$ cat config.mk
export PLATFORM = sky130hd
export DESIGN_NAME = mips_mc_control_flat
export DESIGN_NICKNAME = d
export VERILOG_FILES = /design/src/rtl/mips_pkg.sv /design/src/rtl/mips_mc_control_if.sv /design/src/rtl/aludec.sv /design/src/rtl/mips_mc_control.sv /design/src/flat_wrapper.sv
export SDC_FILE = /design/constraint.sdc
export NUM_CORES = 1
export LEC_CHECK = 0
export CORE_MARGIN = 2
export CORE_UTILIZATION = 40
export DETAILED_ROUTE_END_ITERATION = 10
export PLACE_DENSITY = 0.74
export SLEW_MARGIN = 20
export SYNTH_ARGS = -nofsm -noshare
export SYNTH_HDL_FRONTEND = slang
export SYNTH_SLANG_ARGS = --single-unit
$ cat constraint.sdc
create_clock -name clk -period 3.4 [get_ports clk]
set_clock_uncertainty 0.15 [all_clocks]
set_input_delay 1.02 -clock clk [delete_from_list [all_inputs] [get_ports clk]]
set_output_delay 1.02 -clock clk [all_outputs]
set_load 0.1 [all_outputs]
$ cat src/rtl/mips_pkg.sv
// Shared types and constants for the multicycle MIPS control unit.
package mips_pkg;

  typedef enum logic [3:0] {
    S_FETCH    = 4'd0,
    S_DECODE   = 4'd1,
    S_MEMADR   = 4'd2,
    S_MEMRD    = 4'd3,
    S_MEMWB    = 4'd4,
    S_MEMWR    = 4'd5,
    S_EXECUTE  = 4'd6,
    S_ALUWB    = 4'd7,
    S_BRANCH   = 4'd8,
    S_ADDIEXEC = 4'd9,
    S_ADDIWB   = 4'd10,
    S_JUMP     = 4'd11
  } state_t;

  localparam logic [5:0] OP_LW    = 6'b100011;
  localparam logic [5:0] OP_SW    = 6'b101011;
  localparam logic [5:0] OP_RTYPE = 6'b000000;
  localparam logic [5:0] OP_BEQ   = 6'b000100;
  localparam logic [5:0] OP_ADDI  = 6'b001000;
  localparam logic [5:0] OP_J     = 6'b000010;

  localparam logic [5:0] F_ADD = 6'b100000;
  localparam logic [5:0] F_SUB = 6'b100010;
  localparam logic [5:0] F_AND = 6'b100100;
  localparam logic [5:0] F_OR  = 6'b100101;
  localparam logic [5:0] F_SLT = 6'b101010;

  localparam logic [2:0] ALU_AND = 3'b000;
  localparam logic [2:0] ALU_OR  = 3'b001;
  localparam logic [2:0] ALU_ADD = 3'b010;
  localparam logic [2:0] ALU_SUB = 3'b110;
  localparam logic [2:0] ALU_SLT = 3'b111;

  localparam logic [1:0] ALUOP_ADD   = 2'b00;
  localparam logic [1:0] ALUOP_SUB   = 2'b01;
  localparam logic [1:0] ALUOP_FUNCT = 2'b10;

  typedef struct packed {
    logic       iord;
    logic       alusrca;
    logic [1:0] alusrcb;
    logic [1:0] pcsrc;
    logic       regdst;
    logic       memtoreg;
    logic       irwrite;
    logic       memwrite;
    logic       regwrite;
    logic       pcwrite;
    logic       branch;
    logic [1:0] aluop;
  } ctrl_t;

  // Moore output table: everything not set here stays 0.
  function automatic ctrl_t ctrl_for(state_t s);
    ctrl_t c;
    c = '0;
    case (s)
      S_FETCH:    begin c.alusrcb = 2'b01; c.irwrite = 1'b1; c.pcwrite = 1'b1; end
      S_DECODE:   c.alusrcb = 2'b11;
      S_MEMADR:   begin c.alusrca = 1'b1; c.alusrcb = 2'b10; end
      S_MEMRD:    c.iord = 1'b1;
      S_MEMWB:    begin c.memtoreg = 1'b1; c.regwrite = 1'b1; end
      S_MEMWR:    begin c.iord = 1'b1; c.memwrite = 1'b1; end
      S_EXECUTE:  begin c.alusrca = 1'b1; c.aluop = ALUOP_FUNCT; end
      S_ALUWB:    begin c.regdst = 1'b1; c.regwrite = 1'b1; end
      S_BRANCH:   begin
        c.alusrca = 1'b1; c.aluop = ALUOP_SUB; c.pcsrc = 2'b01; c.branch = 1'b1;
      end
      S_ADDIEXEC: begin c.alusrca = 1'b1; c.alusrcb = 2'b10; end
      S_ADDIWB:   c.regwrite = 1'b1;
      S_JUMP:     begin c.pcsrc = 2'b10; c.pcwrite = 1'b1; end
      default:    ;
    endcase
    return c;
  endfunction

  function automatic logic op_legal(logic [5:0] op);
    return (op == OP_LW) || (op == OP_SW) || (op == OP_RTYPE) ||
           (op == OP_BEQ) || (op == OP_ADDI) || (op == OP_J);
  endfunction

endpackage

$ cat src/rtl/mips_mc_control_if.sv
// Control <-> datapath signal bundle; the control unit is the master side.
interface mips_mc_control_if #(
  parameter int ALUC_W  = 3,
  parameter int STATE_W = 4
);
  logic [5:0]         op;
  logic [5:0]         funct;
  logic               zero;
  logic               iord;
  logic               alusrca;
  logic [1:0]         alusrcb;
  logic [1:0]         pcsrc;
  logic               regdst;
  logic               memtoreg;
  logic               irwrite;
  logic               memwrite;
  logic               regwrite;
  logic               pcen;
  logic [ALUC_W-1:0]  alucontrol;
  logic               illegal_op;
  logic [STATE_W-1:0] state_o;

  modport master (
    input  op, funct, zero,
    output iord, alusrca, alusrcb, pcsrc, regdst, memtoreg, irwrite,
           memwrite, regwrite, pcen, alucontrol, illegal_op, state_o
  );

  modport slave (
    output op, funct, zero,
    input  iord, alusrca, alusrcb, pcsrc, regdst, memtoreg, irwrite,
           memwrite, regwrite, pcen, alucontrol, illegal_op, state_o
  );
endinterface

$ cat src/rtl/aludec.sv
// ALU decoder: maps aluop/funct to the ALU operation, purely combinational.
module aludec
  import mips_pkg::*;
#(
  parameter int ALUC_W = 3
) (
  input  logic [1:0]        aluop,
  input  logic [5:0]        funct,
  output logic [ALUC_W-1:0] alucontrol
);

  // Unknown funct codes fall back to add rather than flagging an error.
  always_comb begin
    alucontrol = ALUC_W'(ALU_ADD);
    case (aluop)
      ALUOP_ADD:   alucontrol = ALUC_W'(ALU_ADD);
      ALUOP_SUB:   alucontrol = ALUC_W'(ALU_SUB);
      ALUOP_FUNCT: begin
        case (funct)
          F_ADD:   alucontrol = ALUC_W'(ALU_ADD);
          F_SUB:   alucontrol = ALUC_W'(ALU_SUB);
          F_AND:   alucontrol = ALUC_W'(ALU_AND);
          F_OR:    alucontrol = ALUC_W'(ALU_OR);
          F_SLT:   alucontrol = ALUC_W'(ALU_SLT);
          default: alucontrol = ALUC_W'(ALU_ADD);
        endcase
      end
      default:     alucontrol = ALUC_W'(ALU_ADD);
    endcase
  end

endmodule

$ cat src/rtl/mips_mc_control.sv
// Multicycle MIPS main control: Moore FSM plus ALU decoder.
// Moore outputs are registered by decoding the next state, so they are
// glitch-free in the cycle the state is entered. Write strobes are gated
// by rst so nothing is written while reset is held.
module mips_mc_control
  import mips_pkg::*;
#(
  parameter int ALUC_W  = 3,
  parameter int STATE_W = 4
) (
  input  logic clk,
  input  logic rst,
  mips_mc_control_if.master bus
);

  state_t            state_q, state_d;
  ctrl_t             ctrl_q, ctrl_d;
  logic [ALUC_W-1:0] alucontrol;

  // Next-state selection; reset (active-low, synchronous) forces FETCH.
  always_comb begin
    state_d = S_FETCH;
    case (state_q)
      S_FETCH:    state_d = S_DECODE;
      S_DECODE: begin
        case (bus.op)
          OP_LW, OP_SW: state_d = S_MEMADR;
          OP_RTYPE:     state_d = S_EXECUTE;
          OP_BEQ:       state_d = S_BRANCH;
          OP_ADDI:      state_d = S_ADDIEXEC;
          OP_J:         state_d = S_JUMP;
          default:      state_d = S_FETCH;
        endcase
      end
      S_MEMADR:   state_d = (bus.op == OP_SW) ? S_MEMWR : S_MEMRD;
      S_MEMRD:    state_d = S_MEMWB;
      S_EXECUTE:  state_d = S_ALUWB;
      S_ADDIEXEC: state_d = S_ADDIWB;
      default:    state_d = S_FETCH;
    endcase
    if (!rst) state_d = S_FETCH;
    ctrl_d = ctrl_for(state_d);
  end

  // State register and registered Moore outputs.
  always_ff @(posedge clk) begin
    state_q <= state_d;
    ctrl_q  <= ctrl_d;
  end

  aludec #(.ALUC_W(ALUC_W)) u_aludec (
    .aluop      (ctrl_q.aluop),
    .funct      (bus.funct),
    .alucontrol (alucontrol)
  );

  assign bus.iord       = ctrl_q.iord;
  assign bus.alusrca    = ctrl_q.alusrca;
  assign bus.alusrcb    = ctrl_q.alusrcb;
  assign bus.pcsrc      = ctrl_q.pcsrc;
  assign bus.regdst     = ctrl_q.regdst;
  assign bus.memtoreg   = ctrl_q.memtoreg;
  assign bus.alucontrol = alucontrol;
  assign bus.irwrite    = rst & ctrl_q.irwrite;
  assign bus.memwrite   = rst & ctrl_q.memwrite;
  assign bus.regwrite   = rst & ctrl_q.regwrite;
  assign bus.pcen       = rst & (ctrl_q.pcwrite | (ctrl_q.branch & bus.zero));
  assign bus.illegal_op = rst & (state_q == S_DECODE) & ~op_legal(bus.op);
  assign bus.state_o    = STATE_W'(state_q);

endmodule

$ cat src/flat_wrapper.sv
// flat-port wrapper written by rule: the top's interface ports become plain ports
module mips_mc_control_flat import mips_pkg::*;
#(
  parameter int ALUC_W  = 3,
  parameter int STATE_W = 4
)
  (clk, rst, bus_op, bus_funct, bus_zero, bus_iord, bus_alusrca, bus_alusrcb, bus_pcsrc, bus_regdst, bus_memtoreg, bus_irwrite, bus_memwrite, bus_regwrite, bus_pcen, bus_alucontrol, bus_illegal_op, bus_state_o);
  mips_mc_control_if #(.ALUC_W(ALUC_W), .STATE_W(STATE_W)) bus_i ();
  input  logic clk;
  input  logic rst;
  input wire logic [$bits(bus_i.op)-1:0] bus_op;
  input wire logic [$bits(bus_i.funct)-1:0] bus_funct;
  input wire logic [$bits(bus_i.zero)-1:0] bus_zero;
  output wire logic [$bits(bus_i.iord)-1:0] bus_iord;
  output wire logic [$bits(bus_i.alusrca)-1:0] bus_alusrca;
  output wire logic [$bits(bus_i.alusrcb)-1:0] bus_alusrcb;
  output wire logic [$bits(bus_i.pcsrc)-1:0] bus_pcsrc;
  output wire logic [$bits(bus_i.regdst)-1:0] bus_regdst;
  output wire logic [$bits(bus_i.memtoreg)-1:0] bus_memtoreg;
  output wire logic [$bits(bus_i.irwrite)-1:0] bus_irwrite;
  output wire logic [$bits(bus_i.memwrite)-1:0] bus_memwrite;
  output wire logic [$bits(bus_i.regwrite)-1:0] bus_regwrite;
  output wire logic [$bits(bus_i.pcen)-1:0] bus_pcen;
  output wire logic [$bits(bus_i.alucontrol)-1:0] bus_alucontrol;
  output wire logic [$bits(bus_i.illegal_op)-1:0] bus_illegal_op;
  output wire logic [$bits(bus_i.state_o)-1:0] bus_state_o;
  assign bus_i.op = bus_op;
  assign bus_i.funct = bus_funct;
  assign bus_i.zero = bus_zero;
  assign bus_iord = bus_i.iord;
  assign bus_alusrca = bus_i.alusrca;
  assign bus_alusrcb = bus_i.alusrcb;
  assign bus_pcsrc = bus_i.pcsrc;
  assign bus_regdst = bus_i.regdst;
  assign bus_memtoreg = bus_i.memtoreg;
  assign bus_irwrite = bus_i.irwrite;
  assign bus_memwrite = bus_i.memwrite;
  assign bus_regwrite = bus_i.regwrite;
  assign bus_pcen = bus_i.pcen;
  assign bus_alucontrol = bus_i.alucontrol;
  assign bus_illegal_op = bus_i.illegal_op;
  assign bus_state_o = bus_i.state_o;
  mips_mc_control #(.ALUC_W(ALUC_W), .STATE_W(STATE_W)) u_core (.clk(clk), .rst(rst), .bus(bus_i));
endmodule
==> run summary <==
Status: complete, no violations
Post-route clock period utilization: 0.9816
Clk buf depth: 2
Vias per cell: 5.182
Crit path largest cell delay: 0.30 ns
Area contributors post-synth: dfxtp_1 37%, buf_4 3.2%, nor2_1 3.2%, o2111ai_4 2.8%, a21oi_1 2.7%
Sum Neg Setup Slack: 0 ns
Max-Slew Margin vs Limit: 0.6298
Global Route Usage Sum: 0.2134
Post-synthesis average cell area: 9.271 um^2
Reg2reg end: u_core.bus.alusrcb[1]
Synth async-reset ratio: 0
R2r worst-path depth: 5
Port buffer count: 34
Final Hold Vio Count: 0
Minimum clock period: 3.338 ns
Slowest stage cell, crit path: dlygate4sd2_1
Io pins: 35
Chip Height: 52.15 um
First-pass GRT wire length: 4.264 mm
CP max FO: 4
Worst Hold Depth: 2
Worst vdd ir: 378.1 uV
R2R setup slack: 1.20 ns
CP endpoint kind: output port
Min-delay worst type: flip-flop to flip-flop
TritonRoute pass-1 iters: 4
Crit path launch type: input pin
GP Congestion: 0.8464
Worst Path Required: 2.23 ns
Crit Path Class: input pin to output port
Pwr Density: 294.0 nW/um^2
CP arrival: 2.17 ns
Max-slew violation count: 0
Top_reg_cell synth: dfxtp_1
Post-synth top area share: 0.3671
Num rows: 17
Post-DP HPWL: 1.866 mm
Synthesized Nets: 117
Clk_lat worst skew: 0.28 ns
Placed cells: 168
Commonest non-fill, non-tap cell in the layout: buf_4
Area Growth Syn to Fin: 68.83%
MaxCap Viol Count: 0
Drt total wl: 2.695 mm
CTS tree: yes
Num Clock Sinks: 17
DRC viols: 0
Initial drt markers: 10
Core Util, Final: 0.7076
Core footprint: 2212 um^2
Initial antenna violation count: 0
Post-CTS Hold Buffers: 0
Reg-to-Reg Start: u_core.bus.state_o[0]
CTS H-tree lvls: 1
Fraction of layout cells with a size suffix above 1: 0.4314
Post-synthesis cell count: 100
# fillers: 173
Yosys top cell by area: dfxtp_1
Clk slew on worst S/H paths: 0.09 ns
Largest net degree at the start of global routing: 11
Fin cells: 181
Slew at the pin closest to its max-slew limit: 0.5517 ns
RSZ-0062 raised after global routing: yes
Antenna Diode Count: 0
# setup viols final: 0
Achievable Freq: 299.6 MHz
LEAKAGE: 0.6791 nW
Initial core utilization: 0.4191
Post-synth EDFFs: 0
Synth Register Bits: 17
Commonest cells after routing, fill and taps aside: 34 x buf_4, 17 x dfxtp_1, 8 x buf_12
CTS Buf Count: 3
Vias post-DR: 938
GR Overflow Total: 0
Min Hold Slack: 0.5824 ns
Detail Route Antenna Nets: 0
Count of cell types in the netlist: 47
Number of global-route vias before repair: 950
Critical Path, Cell by Cell: dlygate4sd2_1 > and3_2 > o21ai_0 > and4b_2 > buf_12
Seq/Total Area, Yosys: 0.3671
Area of the die: 2719 um^2
WL/cell: 14.89 um
Synth Cell Area: 927.1 um^2
Root buf cell: clkbuf_4
Hold path startpoint: u_core.bus.state_o[3]
Endpoint of the worst hold path: u_core.ctrl_q[4]
Critical Path Start: bus_op[5]
Die X: 52.15 um
Final net count: 171
Synth warn: 0
==> final cells by class <==
type / instances / area, um^2 / area share
Clock buffer: 4 / 26.28 / 0.01679
Inverter: 6 / 22.52 / 0.01439
Sequential cell: 17 / 340.3 / 0.2174
Tap cell: 28 / 35.03 / 0.02238
Multi-Input combinational cell: 70 / 594.3 / 0.3797
Timing Repair Buffer: 56 / 546.8 / 0.3493
==> worst max-delay path by stage <==
stage,end,cells past startpoint
final,bus_illegal_op,5
after global routing,bus_illegal_op,5
after CTS,bus_illegal_op,4
after detailed placement,bus_alucontrol[1],7
after global placement,bus_alucontrol[1],7
after floorplan,bus_alucontrol[2],4
==> metal layers <==
metal  up-vias  GRT usage  wire [um]
met5         -          0          0
met4         0    0.05983         44
met3         6    0.05172        150
met2        33     0.3776       1396
met1       429     0.2549       1104
li1        470          -          -
==> synthesized netlist by cell type, types with 2 or more instances <==
| master | number |
|---|---|
| nor4_1 | 2 |
| and3_1 | 2 |
| xor2_1 | 2 |
| nand2_1 | 5 |
| and2_1 | 4 |
| nor2_1 | 8 |
| a21oi_1 | 5 |
| o21ai_1 | 2 |
| buf_4 | 4 |
| dfxtp_1 | 17 |
| nand2b_1 | 3 |
| ha_1 | 2 |
| nor3_1 | 4 |
| inv_1 | 5 |
| o21ai_0 | 3 |
==> cell families (layout without fill, tap and decap cells) <==
logic type,after synthesis,after routing,share of synthesized area
buf+inv,13,66,0.07826
simple gates,40,40,0.2632
xor+xnor,3,3,0.02835
compound gates,25,25,0.2362
fa+ha+maj,2,2,0.02699
flops,17,17,0.3671
==> power by group <==
group	internal [W]	switching [W]
clock	0.0000456	0.0000559
combinational	0.0000553	0.0000915
sequential	0.000205	0.00000649
total	0.000306	0.000154
==> per-stage QoR <==
step                 power, W  instance area (um^2)  setup WS [ns]
finish              0.0004602                  1565        0.06242
floorplan           0.0003007                 934.6        -0.1047
global placement    0.0003540                  1408        -0.1666
detailed placement  0.0003564                  1408        -0.2293
global route        0.0004807                  1565      -0.006945
CTS                 0.0004605                  1523       0.001344
==> sequential cells by signal, indices dropped and copies added (netlist names) <==
register             flops
u_core.bus.regdst        1
u_core.ctrl_q            5
u_core.bus.alusrcb       2
u_core.bus.memtoreg      1
u_core.bus.pcsrc         2
u_core.bus.alusrca       1
u_core.bus.iord          1
u_core.bus.state_o       4
==> critical path: cells and delay by family <==
family | cells | cell delay [ns]
buffers and inverters | 2 | 0.48
AOI/OAI and AO/OA | 1 | 0.15
and+or+nand+nor | 2 | 0.51
==> repair_timing <==
item	4_1_cts	5_1_grt
endpoints found under the setup margin	4	9
setup buffers	7	2
pin swaps	5	5
resized for setup	17	10
Note: power is estimated with default switching activity, not from simulation.
